$ cat src/rtl/rggen_apb_bridge.sv
// rggen_apb_bridge: APB3/APB4 slave to rggen register-bus bridge, one transfer in flight.
// Define RGGEN_APB_BRIDGE_DECODE_ERROR_EN to answer unmapped accesses with PSLVERR=1.
module rggen_apb_bridge #(
  parameter int ADDRESS_WIDTH   = 16,
  parameter int DATA_WIDTH      = 32,
  parameter int TOTAL_REGISTERS = 1
) (
  input  logic                                  clk,
  input  logic                                  rst_n,
  input  logic                                  i_psel,
  input  logic                                  i_penable,
  input  logic [ADDRESS_WIDTH-1:0]              i_paddr,
  input  logic                                  i_pwrite,
  input  logic [DATA_WIDTH-1:0]                 i_pwdata,
  input  logic [DATA_WIDTH/8-1:0]               i_pstrb,
  output logic                                  o_pready,
  output logic [DATA_WIDTH-1:0]                 o_prdata,
  output logic                                  o_pslverr,
  output logic                                  o_request,
  output logic [ADDRESS_WIDTH-1:0]              o_address,
  output logic                                  o_direction,
  output logic [DATA_WIDTH-1:0]                 o_write_data,
  output logic [DATA_WIDTH/8-1:0]               o_write_strobe,
  input  logic [TOTAL_REGISTERS-1:0]            i_select,
  input  logic [TOTAL_REGISTERS-1:0]            i_ready,
  input  logic [2*TOTAL_REGISTERS-1:0]          i_status,
  input  logic [DATA_WIDTH*TOTAL_REGISTERS-1:0] i_read_data
);
  localparam int         STRB_WIDTH         = DATA_WIDTH / 8;
  localparam logic [1:0] STATUS_SLAVE_ERROR = 2'd2;

  typedef enum logic [1:0] {
    IDLE    = 2'd0,
    REQUEST = 2'd1,
    RESPOND = 2'd2
  } state_e;

  state_e                   state_q, state_d;
  logic [ADDRESS_WIDTH-1:0] address_q;
  logic                     direction_q;
  logic [DATA_WIDTH-1:0]    write_data_q;
  logic [STRB_WIDTH-1:0]    write_strobe_q;
  logic [DATA_WIDTH-1:0]    read_data_q, read_data_d;
  logic                     slverr_q, slverr_d;

  logic                     setup;
  logic                     any_ready;
  logic                     any_select;
  logic                     decode_error;
  logic [DATA_WIDTH-1:0]    masked_data   [TOTAL_REGISTERS];
  logic [1:0]               masked_status [TOTAL_REGISTERS];
  logic [DATA_WIDTH-1:0]    ready_data;
  logic [1:0]               ready_status;

  // Only a true setup phase starts a transfer; a lingering access phase is not a new request.
  assign setup      = i_psel && !i_penable;
  assign any_ready  = |i_ready;
  assign any_select = |i_select;

`ifdef RGGEN_APB_BRIDGE_DECODE_ERROR_EN
  assign decode_error = 1'b1;
`else
  assign decode_error = 1'b0;
`endif

  genvar gi;
  generate
    for (gi = 0; gi < TOTAL_REGISTERS; gi++) begin : g_slot
      localparam logic [TOTAL_REGISTERS-1:0] LOWER_MASK =
        TOTAL_REGISTERS'((64'd1 << gi) - 64'd1);
      logic first_ready;
      // Status comes from the lowest-indexed ready slot only; data is plainly ORed.
      assign first_ready        = i_ready[gi] && ((i_ready & LOWER_MASK) == '0);
      assign masked_data[gi]    = i_ready[gi] ? i_read_data[gi*DATA_WIDTH +: DATA_WIDTH] : '0;
      assign masked_status[gi]  = first_ready ? i_status[2*gi +: 2] : 2'd0;
    end
  endgenerate

  always_comb begin
    ready_data   = '0;
    ready_status = 2'd0;
    for (int k = 0; k < TOTAL_REGISTERS; k++) begin
      ready_data   = ready_data | masked_data[k];
      ready_status = ready_status | masked_status[k];
    end
  end

  always_comb begin
    read_data_d = '0;
    slverr_d    = decode_error;
    if (any_ready) begin
      read_data_d = direction_q ? '0 : ready_data;
      slverr_d    = (ready_status == STATUS_SLAVE_ERROR);
    end
  end

  always_ff @(posedge clk or negedge rst_n) begin
    if (!rst_n) begin
      state_q <= IDLE;
    end else begin
      state_q <= state_d;
    end
  end

  always_comb begin
    state_d = state_q;
    case (state_q)
      IDLE:    if (setup) state_d = REQUEST;
      REQUEST: if (any_ready || !any_select) state_d = RESPOND;
      RESPOND: state_d = IDLE;
      default: state_d = IDLE;
    endcase
  end

  always_ff @(posedge clk or negedge rst_n) begin
    if (!rst_n) begin
      address_q      <= '0;
      direction_q    <= 1'b0;
      write_data_q   <= '0;
      write_strobe_q <= '0;
      read_data_q    <= '0;
      slverr_q       <= 1'b0;
    end else begin
      if ((state_q == IDLE) && setup) begin
        address_q      <= i_paddr;
        direction_q    <= i_pwrite;
        write_data_q   <= i_pwdata;
        write_strobe_q <= i_pwrite ? i_pstrb : '0;
      end
      if ((state_q == REQUEST) && (state_d == RESPOND)) begin
        read_data_q <= read_data_d;
        slverr_q    <= slverr_d;
      end
    end
  end

  always_comb begin
    o_request      = (state_q == REQUEST);
    o_pready       = (state_q == RESPOND);
    o_prdata       = (state_q == RESPOND) ? read_data_q : '0;
    o_pslverr      = (state_q == RESPOND) ? slverr_q : 1'b0;
    o_address      = address_q;
    o_direction    = direction_q;
    o_write_data   = write_data_q;
    o_write_strobe = write_strobe_q;
  end

endmodule

$ cat config.mk
export PLATFORM = sky130hd
export DESIGN_NAME = rggen_apb_bridge
export DESIGN_NICKNAME = d
export VERILOG_FILES = /design/src/rtl/rggen_apb_bridge.sv
export SDC_FILE = /design/constraint.sdc
export NUM_CORES = 1
export LEC_CHECK = 0
export BUFFER_PORTS_ARGS = -buffer_cell sky130_fd_sc_hd__buf_2
export CAP_MARGIN = 10
export CORE_MARGIN = 4
export CORE_UTILIZATION = 46
export DETAILED_ROUTE_END_ITERATION = 16
export PLACE_DENSITY = 0.79
export SYNTH_ARGS = -nofsm -noshare
export SYNTH_HDL_FRONTEND = slang
export SYNTH_SLANG_ARGS = --single-unit
export TNS_END_PERCENT = 100
$ cat constraint.sdc
create_clock -name clk -period 1.95 [get_ports clk]
set_clock_uncertainty 0.15 [all_clocks]
set_input_delay 0.0975 -clock clk [delete_from_list [all_inputs] [get_ports clk]]
set_output_delay 0.0975 -clock clk [all_outputs]
set_load 0.01 [all_outputs]
==> metrics list <==
- The run finished with clean final reports.
- For the worst setup path, the data required time is 2040 ps.
* Number of enable-type register cells in the synthesized netlist: 0
* Total track usage: 0.2329
* Transition time of the tightest slew-check pin: 339.0 ps
* Average cell area after synthesis: 9.323 um2
- Yosys mapped the design onto 16 distinct sky130hd cell types.
- Clock edge transition at the registers on the reported setup and hold paths: 100 ps
* Share of power burned in the clock network: 0.233
* Startpoint types: flip-flop
- The later pin in the worst-skew pair is clocked with a latency of 340 ps.
* Drt drc: 0
- Critical path start-end classification: flip-flop to flip-flop
- Peak-usage layer in the global routing report: met2
- Number of setup buffers added after CTS: 0
- Cell leakage power: 3.245 nW
* Net count after synthesis: 503
* Gp weighted congestion: 0.7941
* Area of the die: 0.009832 mm2
* Number of top-level pins: 181
- TritonCTS built the clock tree.
* Setup repair after global routing missed its margin: false
- First-pass detailed-route iteration total: 5
- Non-filler cells in the finished layout: 784
- Arrival time reported for the critical path endpoint: 1910 ps
* First-pass GRT wire length: 18510 um
- Final-report max-slew violation count: 0
- Highest fanout seen on the critical path: 52
- Buffers placed on the I/O ports in this run total 180.
- Sort of element at the end of the critical path: flip-flop
* Tightest hold margin: 27.04 ps
- TritonCTS created 9 clock buffers.
- The design draws 5.078 mW.
- Of the synthesized area, sequential elements account for 0.5761.
* Ant diodes: 0
- Clock Tree Buf Depth: 2
- Core area: 0.007888 mm2
* Worst Setup Slack, final: 138.2 ps
* Share of total power consumed by net switching: 0.3304
* Area used by sequential logic in the layout: 0.002202 mm2
- Routing usage on met2: 0.4385
- Comb pwr share: 0.275
- Worst min-delay path category: primary input to flip-flop
- Of the available clock period, the critical path in the final layout requires 0.9291.
* Num Clock Sinks: 88
- Across all layers, the routed design uses 3717 vias.
- For the final routed database, the setup TNS stands at 0 ps.
- The final-report hold violation count was 0.
- The first routing iteration left 111 violations.
- Syn. warnings: 0
- sky130_fd_sc_hd__dfrtp_1 takes more of the synthesized area than any other cell.
* Share of the synthesized area in the top cell type: 0.5761
- The initial utilization of the core area, before any placement, comes to 0.4846.
- Wirelength per Cell: 14.57 um
- The internal portion of the total power is 3.400 mW.
- Switching power summed over all nets: 1.678 mW
* Maximum number of pins on one net before global-route repair: 54
- In the final layout, the multi-input gates occupy 0.001339 mm2.
* Cell area after synthesis: 0.003822 mm2
- Fraction of layout cells with a size suffix above 1: 0.3065
- Ranking of synthesized cells by instance count: sky130_fd_sc_hd__nand2_1, sky130_fd_sc_hd__dfrtp_1, sky130_fd_sc_hd__and2_1, sky130_fd_sc_hd__inv_1, sky130_fd_sc_hd__mux2i_1
- Worst voltage drop across the vdd grid: 492.9 uV
- Fill count: 539
* Cells after DPL: 678
- Most frequently used flop master after synthesis: sky130_fd_sc_hd__dfrtp_1
* Post-detailed-routing wire length: 11420 um
- Vias in the first global route: 4002
- Finish-stage setup viols: 0
- Counting flops with an async set or reset pin after synthesis yields a share of 1.000.
* Max H-tree Level: 3
- Synthesis produced a netlist whose cell count is 410.
- Time the worst path needs with I/O delays and setup: 1812 ps
* Number of vias per cell after detailed routing: 4.741
* Flop pwr share: 0.492
* Post-placement setup slack: 158.4 ps
- Met1 Usage GRT: 0.2526
- In this run, synthesis produced a sequential element count of 88.
- After the last flow step, the layout net total stands at 770.
- Across the run, the number of max-cap violations was 0.
* Initial antenna violation count: 0
- Row generation in the floorplan step produced 32 rows.
- The area growth from synthesis to layout is 54.34%.
- Maximum operating frequency: 0.5519 GHz
- Dividing total power by cell area gives a power density of 860.8 mW/mm2.
* Cell with the most instances after synthesis: sky130_fd_sc_hd__nand2_1
* Width of the die: 99.16 um
- The tree is rooted in a sky130_fd_sc_hd__clkbuf_8.
* Detailed placement HPWL: 7053 um
- Synth area leaders: sky130_fd_sc_hd__dfrtp_1, sky130_fd_sc_hd__nand2_1, sky130_fd_sc_hd__mux2i_1, sky130_fd_sc_hd__and2_1, sky130_fd_sc_hd__inv_1
- Global-route track usage on met3: 0.03576
- The count of nets left with antenna violations once routing finished came out at 0.
- Vertical die dimension: 99.16 um
- Measured against its own limit, the worst slew margin works out to 0.7740.
- Remaining Overflow, GRT: 0
## layout make-up
cell class | instances | share of cell area
Clock buffer | 9 | 0.02100
Clock inverter | 7 | 0.01039
Inverter | 34 | 0.02163
Multi-Input combinational cell | 266 | 0.2269
Sequential cell | 88 | 0.3733
Tap cell | 102 | 0.02163
Timing Repair Buffer | 278 | 0.3251
## logic make-up (layout without fill, tap and decap cells)
logic type,count (synthesis),count (layout),synth area share
multiplexers,32,32,0.08380
AO/OA/AOI/OAI,2,2,0.002619
buffers and inverters,56,328,0.07529
AND/OR/NAND/NOR,232,232,0.2622
flip-flops,88,88,0.5761
## metrics by stage
stage                     cell area (um2)  utilization
after global placement               4810       0.6098
after global routing                 5899       0.7479
final                                5899       0.7479
after detailed placement             4810       0.6098
after floorplan                      3822            -
after CTS                            5896       0.7475
## power groups by stage
stage	logic, mW	clock network, mW	registers (mW)
6_report	1.39	1.18	2.50
5_1_grt	1.54	1.30	2.55
4_1_cts	1.38	1.22	2.49
3_5_place_dp	1.24	0	2.52
3_3_place_gp	1.18	0	2.50
2_1_floorplan	0.572	0	2.60
## layout by cell type, fill, tap and decap left out, drive strengths merged
master       count
dlygate4sd3     90
clkinv           1
buf            188
clkbuf           9
nor4b            1
nand3            4
nand2          187
nand2b           2
and2            34
o21ai            2
or4b             1
nand4b           1
clkinvlp         1
nor2b            2
mux2i           32
dfrtp           88
inv             39
## path summary, 6_finish.rpt
path                                           endpoint  depth (start not counted)                      from  slack (ps)
max in group asynchronous   read_data_q[26]$_DFFE_PN0P_                          3                     rst_n        1020
setup reg to reg           o_write_data[13]$_DFFE_PN0P_                          4      state_q[1]$_DFF_PN0_         140
setup / recovery           o_write_data[13]$_DFFE_PN0P_                          4      state_q[1]$_DFF_PN0_         140
hold / removal                     state_q[0]$_DFF_PN0_                          3                 i_penable          30
hold reg to reg                o_address[7]$_DFFE_PN0P_                          2  o_address[7]$_DFFE_PN0P_         330
min in group asynchronous  o_write_data[29]$_DFFE_PN0P_                          2                     rst_n          40
## metal layers
layer	wire length, um	vias to the layer above
met3	532	39
met2	6211	152
li1	-	1764
met4	469	0
met5	0	-
met1	4209	1762
## sequential cells by signal, summed over array words and instances (netlist names)
register        flops
o_address          16
o_write_strobe      4
read_data_q        32
o_write_data       32
state_q             2
o_direction         1
slverr_q            1
## critical path: stages, from the launching register on
cell and delay (ps):
sky130_fd_sc_hd__dfrtp_1 430, sky130_fd_sc_hd__or4b_2 720, sky130_fd_sc_hd__buf_12 230, sky130_fd_sc_hd__nand2_1 110, sky130_fd_sc_hd__nand2_1 70
## what timing repair did
| action | in CTS | in global routing |
|---|---|---|
| setup endpoints to repair | 0 | 1 |
| gates resized for setup | 0 | 1 |
| hold endpoints to repair | 175 | 0 |
| hold buffers | 90 | 0 |
No activity file was read; power rests on OpenSTA's default activity.
